[src/rtl/seven_seg_pkg.sv]
// rtl/seven_seg_pkg.sv - shared constants, segment table and FSM encoding for the scan driver
package seven_seg_pkg;

   localparam logic [6:0] SEG_BLANK = 7'h7F;
   localparam logic [6:0] SEG_MINUS = 7'b0111111;
   localparam logic [2:0] AN_OFF    = 3'b111;

   // Active-low {g,f,e,d,c,b,a} patterns for decimal digits 0..9
   localparam logic [6:0] SEG_DIGITS [10] = '{
      7'b1000000, 7'b1111001, 7'b0100100, 7'b0110000, 7'b0011001,
      7'b0010010, 7'b0000010, 7'b1111000, 7'b0000000, 7'b0010000
   };

   typedef enum logic {
      DEAD = 1'b0,
      ON   = 1'b1
   } disp_state_e;

   typedef struct packed {
      logic [11:0] data;
      logic [2:0]  dp;
   } disp_val_t;

endpackage

[src/rtl/seven_seg_decoder.sv]
// rtl/seven_seg_decoder.sv - BCD nibble to active-low segment pattern, '-' for 10..15
module seven_seg_decoder
   import seven_seg_pkg::*;
(
   input  logic [3:0] nibble_i,
   output logic [6:0] seg_o
);

   always_comb begin
      seg_o = SEG_MINUS;
      if (nibble_i <= 4'd9) seg_o = SEG_DIGITS[nibble_i];
   end

endmodule

[src/rtl/seven_seg_scan_driver.sv]
// rtl/seven_seg_scan_driver.sv - 3-digit common-anode scan driver with tear-free commit and dead time
module seven_seg_scan_driver
   import seven_seg_pkg::*;
#(
   parameter int DEAD_CYCLES = 4
) (
   input  logic        CLK,
   input  logic        RST_N,
   input  logic [1:0]  SLOT,
   input  logic        WR_EN,
   input  logic [11:0] WR_DATA,
   input  logic [2:0]  WR_DP,
   output logic        WR_READY,
   input  logic        LZ_SUPPRESS,
   output logic [6:0]  SEG,
   output logic        DP,
   output logic [2:0]  AN
);

   localparam int CW = (DEAD_CYCLES > 0) ? $clog2(DEAD_CYCLES + 1) : 1;
   localparam logic [CW-1:0] CNT_MAX = CW'(DEAD_CYCLES);

   logic [1:0]  slot_q;
   disp_state_e state_q, state_d;
   logic [CW-1:0] cnt_q, cnt_d;
   disp_val_t   active_q, pend_q;
   logic        ready_q;
   logic [6:0]  seg_q, seg_d, seg_dec;
   logic        dp_q, dp_d;
   logic [2:0]  an_q, an_d;

   logic        change, frame_edge, accept, commit;
   logic [3:0]  nib;
   logic        dp_en, blank;
   logic [2:0]  an_sel;

   assign change     = (SLOT != slot_q);
   assign frame_edge = (SLOT == 2'd0) && (slot_q == 2'd2);
   assign accept     = WR_EN && ready_q;
   assign commit     = frame_edge && !ready_q;

   always_ff @(posedge CLK or negedge RST_N) begin
      if (!RST_N) begin
         state_q <= DEAD;
         cnt_q   <= '0;
         slot_q  <= 2'd0;
      end else begin
         state_q <= state_d;
         cnt_q   <= cnt_d;
         slot_q  <= SLOT;
      end
   end

   // The counter saturates so an illegal slot can park in DEAD indefinitely
   always_comb begin
      state_d = state_q;
      cnt_d   = cnt_q;
      if (change) begin
         state_d = DEAD;
         cnt_d   = '0;
      end else if (state_q == DEAD) begin
         if (cnt_q == CNT_MAX) begin
            if (slot_q != 2'd3) state_d = ON;
         end else begin
            cnt_d = cnt_q + CW'(1);
         end
      end
   end

   always_comb begin
      nib    = active_q.data[3:0];
      dp_en  = active_q.dp[0];
      an_sel = 3'b110;
      blank  = 1'b0;
      case (slot_q)
         2'd1: begin
            nib    = active_q.data[7:4];
            dp_en  = active_q.dp[1];
            an_sel = 3'b101;
            blank  = LZ_SUPPRESS && (active_q.data[11:4] == 8'h00);
         end
         2'd2: begin
            nib    = active_q.data[11:8];
            dp_en  = active_q.dp[2];
            an_sel = 3'b011;
            blank  = LZ_SUPPRESS && (active_q.data[11:8] == 4'h0);
         end
         default: ;
      endcase
   end

   seven_seg_decoder u_dec (
      .nibble_i (nib),
      .seg_o    (seg_dec)
   );

   // Outputs follow the next state so AN and SEG switch on the same edge as the FSM
   always_comb begin
      an_d  = AN_OFF;
      seg_d = SEG_BLANK;
      dp_d  = 1'b1;
      if (state_d == ON) begin
         an_d  = an_sel;
         seg_d = blank ? SEG_BLANK : seg_dec;
         dp_d  = ~dp_en;
      end
   end

   always_ff @(posedge CLK or negedge RST_N) begin
      if (!RST_N) begin
         active_q <= '0;
         pend_q   <= '0;
         ready_q  <= 1'b1;
         an_q     <= AN_OFF;
         seg_q    <= SEG_BLANK;
         dp_q     <= 1'b1;
      end else begin
         if (commit) begin
            active_q <= pend_q;
            ready_q  <= 1'b1;
         end else if (accept) begin
            pend_q  <= '{data: WR_DATA, dp: WR_DP};
            ready_q <= 1'b0;
         end
         an_q  <= an_d;
         seg_q <= seg_d;
         dp_q  <= dp_d;
      end
   end

   assign AN       = an_q;
   assign SEG      = seg_q;
   assign DP       = dp_q;
   assign WR_READY = ready_q;

endmodule

[config.mk]
export PLATFORM = sky130hd
export DESIGN_NAME = seven_seg_scan_driver
export DESIGN_NICKNAME = d
export VERILOG_FILES = /design/src/rtl/seven_seg_pkg.sv /design/src/rtl/seven_seg_decoder.sv /design/src/rtl/seven_seg_scan_driver.sv
export SDC_FILE = /design/constraint.sdc
export NUM_CORES = 1
export LEC_CHECK = 0
export CORE_MARGIN = 10
export CORE_UTILIZATION = 39
export DETAILED_ROUTE_END_ITERATION = 7
export PLACE_DENSITY = 0.74
export SETUP_SLACK_MARGIN = 0.5
export SLEW_MARGIN = 20
export SYNTH_ARGS = -nofsm -noshare
export SYNTH_HDL_FRONTEND = slang
export SYNTH_SLANG_ARGS = --single-unit
export TNS_END_PERCENT = 1
[constraint.sdc]
create_clock -name CLK -period 2.27 [get_ports CLK]
set_input_delay 0.3405 -clock CLK [delete_from_list [all_inputs] [get_ports CLK]]
set_output_delay 0.3405 -clock CLK [all_outputs]
set_load 0.02 [all_outputs]
# --- After elaboration in Yosys (flattened, before gate mapping) ---
# Memory sizes are Yosys's and may differ from the RTL's.
# Index checks and enable logic that the tools add are counted.
totals:
  ff_bits: 48
  rom_bits: 112
  in_bits: 21
  output_inout_bits: 12
  word_cells: 57
  mem_count: 1
mem_list:
  columns: ["memory", "depth", "width", "read_ports", "rd_ports_with_merged_regs", "write_ports", "line_no", "rtl"]
  rows:
  - ["(no name shown)", 16, 7, 1, 0, 0, "seven_seg_decoder.sv:11", "if (nibble_i <= 4'd9) seg_o = SEG_DIGITS[nibble_i];"]
classes:
  addsub: 1
  magnitude_cmp: 2
  eq_ne: 7
  muxes: 20
  n_bitwise: 3
  n_reduce_logical: 12
ops:
  columns: ["op", "count"]
  rows:
  - ["$mux W7", 5]
  - ["$mux W3", 4]
  - ["$logic_not A8 Y1", 1]
  - ["$pmux W4 S2", 1]
  - ["$mux W1", 7]
  - ["$pmux W3 S2", 1]
  - ["$ge A5 B5 Y1 const B", 1]
  - ["$logic_and A1 B1 Y1", 5]
  - ["$not A4 Y5", 1]
  - ["$le A4 B4 Y1 const B", 1]
  - ["$logic_not A4 Y1", 1]
  - ["$ne A2 B2 Y1 const B", 2]
  - ["$pmux W1 S2", 2]
  - ["$reduce_and A2 Y1", 2]
  - ["$add A3 B1 Y3 const B", 1]
  - ["$eq A3 B3 Y1 const B", 1]
  - ["$eq A2 B1 Y1 const B", 1]
  - ["$eq A2 B2 Y1 const B", 1]
  - ["$logic_not A2 Y1", 1]
  - ["$ne A2 B1 Y1 const B", 1]
  - ["$ne A2 B2 Y1", 1]
  - ["$not A1 Y1", 2]
  - ["$reduce_bool A2 Y1", 1]
  - ["$logic_not A1 Y1", 1]

# --- Logic depth before layout (Yosys ltp) ---
logic_depth:
  depth_word: 9
  depth_mapped: 11
  depth_no_buf: 10

# --- Modules after synthesis ---
# From an unflattened synthesis, not the netlist that was laid out.
hier_totals:
  hier_cells: 167
  hier_area_um2: 2230.9
modules_own_cells:
  columns: ["mod", "n_inst", "cells_each", "area_per_inst_um2", "seq_area_each_um2"]
  rows:
  - ["seven_seg_scan_driver", 1, 142, 2011.9, 1216.2]
  - ["seven_seg_decoder", 1, 25, 219.0, 0.0]

# --- Least setup slack after synthesis ---
# Ideal clock, no wire load.
synth_path:
  path_kind: "reg2reg"
  start: "register slot_q[0]"
  end: "register seg_q[0], in the netlist SEG[0]"
  setup_time_ns: 0.079
  arrival_time_ns: 2.167
  required_time_ns: 2.191
  path_slack_ns: 0.024
  stages_incl_launch_ff: 11
  n_path_buf: 1
  period_less_slack_ns: 2.246
  path_cell_list: "dfrtp_1 > inv_1 > ha_1 > buf_2 > o21ai_0 > inv_1 > ha_1 > nor2_1 > and3_1 > a211oi_2 > o21ai_0"
synth_via:
  elab_chain_cells: 9
  elab_cells_between_ends: 18
  cone_classes: "order compare: 1; eq/ne: 4; mux: 11; bitwise: 1; memory: 1"
synth_rtl:
  columns: ["item", "line_no", "rtl"]
  rows:
  - ["from (decl)", "seven_seg_scan_driver.sv:23", "logic [1:0] slot_q;"]
  - ["from (signal assigned)", "seven_seg_scan_driver.sv:46", "slot_q <= 2'd0;"]
  - ["from (signal assigned)", "seven_seg_scan_driver.sv:50", "slot_q <= SLOT;"]
  - ["$eq A2 B2 Y1 / $eq A2 B1 Y1 (equally long branches)", "seven_seg_scan_driver.sv:75", "case (slot_q)"]
  - ["$pmux W4 S2", "seven_seg_scan_driver.sv:75", null]
  - ["$not A4 Y5 (implied by the code)", "seven_seg_decoder.sv:11", null]
  - ["$mem_v2 Z16 W7", null, null]
  - ["$mux W7 (implied by the code) (2 in series)", "seven_seg_decoder.sv:11", null]
  - ["$mux W7", "seven_seg_decoder.sv:11", null]
  - ["$mux W7", "seven_seg_scan_driver.sv:104", "seg_d = blank ? SEG_BLANK : seg_dec;"]
  - ["$mux W7 *", "seven_seg_scan_driver.sv:102", "if (state_d == ON) begin"]
  - ["via seg_d[0]", "seven_seg_scan_driver.sv:28", "logic [6:0] seg_q, seg_d, seg_dec;"]
  - ["to (signal assigned)", "seven_seg_scan_driver.sv:126", "seg_q <= seg_d;"]
  - ["to (decl)", "seven_seg_scan_driver.sv:28", null]
# Mark *: on every way through the listed nets, which the timed path passes. The rest lies on a longest branch. The select of a mux whose other input is x is not followed.
# A chain may end at the register's enable or synchronous reset.

# --- Worst setup path after layout ---
layout_path:
  start: "register slot_q[0]"
  end: "register seg_q[5], in the netlist SEG[5]"
# The elaborated chain is that of the path after synthesis.

==> impl_metrics.py <==
metrics = {
    "worst_hold_path": {
        "hold_path.class": "flip-flop to flip-flop",
        "worstHoldStart": "active_q[0]$_DFFE_PN0P_",
    },
    "global_route": {
        "grt_max_degree": 32,
        "grtUsageTotal_pct": 10.07,
        "grt_pass1_vias": 1500,
        "antenna_found_initial": 0,
        "grt_pass1_wl_um": 7203,
        "grt-ovfl-total": 0,
    },
    "floorplanning": {
        "die_w_um": 94.31,
        "core_region_area_um2": 5238,
        "floorplan.initialDensity_pct": 41.11,
        "num_io_pins": 33,
        "chipHeight_um": 94.31,
        "dieArea_um2": 8893,
        "floorplan.rows": 26,
    },
    "drt": {
        "routed_wl_um": 4232,
        "routed_via_density": 4.847,
        "wl_per_cell_um": 14.39,
        "drt_iter0_drc": 72,
        "antenna_left": 0,
        "via_count": 1425,
        "dr.pass1.iters": 4,
        "drc": 0,
    },
    "sta": {
        "finalMaxSlewViolations": 0,
        "hold_ws_ps": 443.2,
        "fin_crit_ps": 1903,
        "setup-violations-final": 0,
        "rsz0062_at_grt": "yes",
        "clock_skew_ps": 5.392,
        "finalSetupTns_ps": 0,
        "relSlewSlack_pct": 72.77,
        "tightest_slew_ps": 408.5,
        "period_share_pct": 83.81,
        "hold_viol_final": 0,
        "fmax_mhz": 525.6,
    },
    "clock_tree": {
        "htreeDepth": 2,
        "numCtsBuffers": 5,
        "cts_sinks": 48,
        "root_buffer": "clkbuf_8",
        "clkTransAtPathRegs_ps": 90,
        "clk_path_buf_depth": 2,
        "clock_latency_ps": 300,
        "cts_tree": "built",
    },
    "setup_path": {
        "crit_buf_inv": 3,
        "max_stage_delay_ps": 440,
        "path_common_cell": "ha_4",
        "crit_arrival_ps": 2140,
        "end_kind": "flip-flop",
        "critPathRequiredTime_ps": 2510,
        "critPathKind": "flip-flop to flip-flop",
        "rr_startpoint": "slot_q[0]$_DFF_PN0_",
        "path_max_fanout": 5,
        "worstSetupStartpoint": "slot_q[0]$_DFF_PN0_",
        "start_kind": "flip-flop",
        "path_delay_family": "compound AO/OA/AOI/OAI gates",
        "slowest_stage": "dfrtp_2",
        "critical_path.cell_chain": "buf_6 > ha_4 > a22oi_2 > o21ai_4 > buf_12 > ha_4 > buf_4 > a31oi_1 > nor2_1 > o21ai_1",
    },
    "synthesis": {
        "syn-cell-area_um2": 2153,
        "ys_seq_area_share_pct": 56.48,
        "synth_cells": 165,
        "synth_compound_area_share_pct": 8.193,
        "synth-simple-area-share_pct": 8.019,
        "synth-xor-area-share_pct": 1.627,
        "synthAdderAreaFrac_pct": 6.973,
        "async_flop_share_pct": 100.0,
        "synthFlopType": "dfrtp_1",
        "synth_edf_count": 0,
        "synth_nets": 198,
        "synth_top_family_by_area": "multiplexers",
        "yosysTopAreaCellShare_pct": 41.84,
        "ys_seq_elements": 48,
        "yosysWarnings": 0,
        "muxShareOfSynthArea_pct": 16.15,
        "syn_avg_cell_area_um2": 13.05,
        "yosysTopAreaCell": "dfrtp_1",
        "synth_cell_types": 31,
        "synth_area_leaders": "dfrtp_1 42%, mux2_2 16%, dfstp_2 15%, ha_1 7.0%, o21ai_0 2.3%",
    },
    "pwr": {
        "p_leak_nw": 1.261,
        "power.switching_mw": 0.7523,
        "internal_power_mw": 1.727,
        "swShare_pct": 30.34,
        "power_density_nw_per_um2": 852.6,
        "power_frac_clock_pct": 20.4,
        "p_comb_share_pct": 30.8,
        "power_mw": 2.479,
        "peakVddDrop_mv": 0.4691,
        "power_frac_seq_pct": 48.9,
    },
    "placed_design": {
        "dp_hpwl_um": 2901,
        "portBuffers": 32,
        "gp_congestion": 0.7733,
    },
    "cells_and_area": {
        "final.fill_count": 438,
        "mostFrequentLayoutCell": "dfrtp_1",
        "drive_gt1_share_pct": 42.41,
        "nets": 256,
        "final_util_pct": 55.52,
        "n_antenna_cell": 0,
        "area_growth_pct": 35.04,
        "final_cell_mix": "34 x dfrtp_1, 30 x mux2_2, 30 x clkdlybuf4s50_1",
    },
    "flow_run": {
        "cap_violations": 0,
    },
    "outcome": {
        "status": "finished clean",
    },
}
[power groups by stage]
stage / Sequential (mW) / Clock, mW / Combinational, mW
2_1_floorplan: 1.18 / 0 / 0.458
3_3_place_gp: 1.22 / 0 / 0.565
3_5_place_dp: 1.23 / 0 / 0.584
4_1_cts: 1.21 / 0.521 / 0.672
5_1_grt: 1.24 / 0.560 / 0.838
6_report: 1.21 / 0.505 / 0.763
[final timing paths]
check                                   endpoint  slack, ps  cells past startpoint
max                             SEG[5]$_DFF_PN1_        370                     10
min                                 DP$_DFF_PN1_        440                      1
max reg2reg                     SEG[5]$_DFF_PN1_        370                     10
min reg2reg                         DP$_DFF_PN1_        440                      1
max in group asynchronous        AN[2]$_DFF_PN1_       1030                      3
min in group asynchronous  pend_q[3]$_DFFE_PN0P_        480                      2
[layout make-up]
cell class | count | area (um2) | share of cell area (%)
clock buffer | 6 | 72.57 | 2.496
clock inverter | 2 | 16.27 | 0.5594
inverter | 9 | 33.78 | 1.162
multi-input combinational | 105 | 983.4 | 33.82
sequential | 48 | 1219 | 41.91
tap | 70 | 87.58 | 3.012
timing repair buffer | 54 | 495.5 | 17.04
[synthesized netlist by cell type (all sizes together) (2+ instances only)]
cell   number
xnor2       3
and3        3
nor4        2
dfrtp      36
a21oi       3
buf         3
ha         12
dfstp      12
nand2      10
and2        3
a22oi       3
o21ai      11
a221o       2
nor3        4
mux2       30
nor2        7
inv         9
[layer usage]
metal | track usage (%) | wire, um | vias to the layer above
met5 | 0 | 0 | -
li1 | - | - | 697
met2 | 16.53 | 2022 | 33
met3 | 3.038 | 218 | 5
met1 | 12.26 | 1935 | 690
met4 | 3.418 | 55 | 0
[sequential cells by signal, indices dropped and copies added, names as in the netlist]
register,cells
DP,1
SEG,7
slot_q,2
AN,3
cnt_q,3
active_q,15
state_q,1
pend_q,15
WR_READY,1
[logic make-up after synthesis]
family	after synthesis
compound gates	26
fa+ha+maj	12
mux	31
simple gates	32
flops	48
xor+xnor	4
buf+inv	12
[repair_timing]
action / 4_1_cts / 5_1_grt
resized for setup: 6 / 7
pin swaps: 6 / 4
buffers inserted: 14 / 4
hold endpoints to repair: 15 / 0
endpoints found under the setup margin: 14 / 33
hold buffers: 1 / 0
[through the flow]
step	instance area [um2]	setup WS, ps	instances
CTS	2845	410.0	290
detailed placement	2614	307.5	267
floorplan	2220	465.8	165
global route	2908	264.2	294
finish	2908	367.4	294
global placement	2614	356.2	267
(Power assumes the default switching activity.)
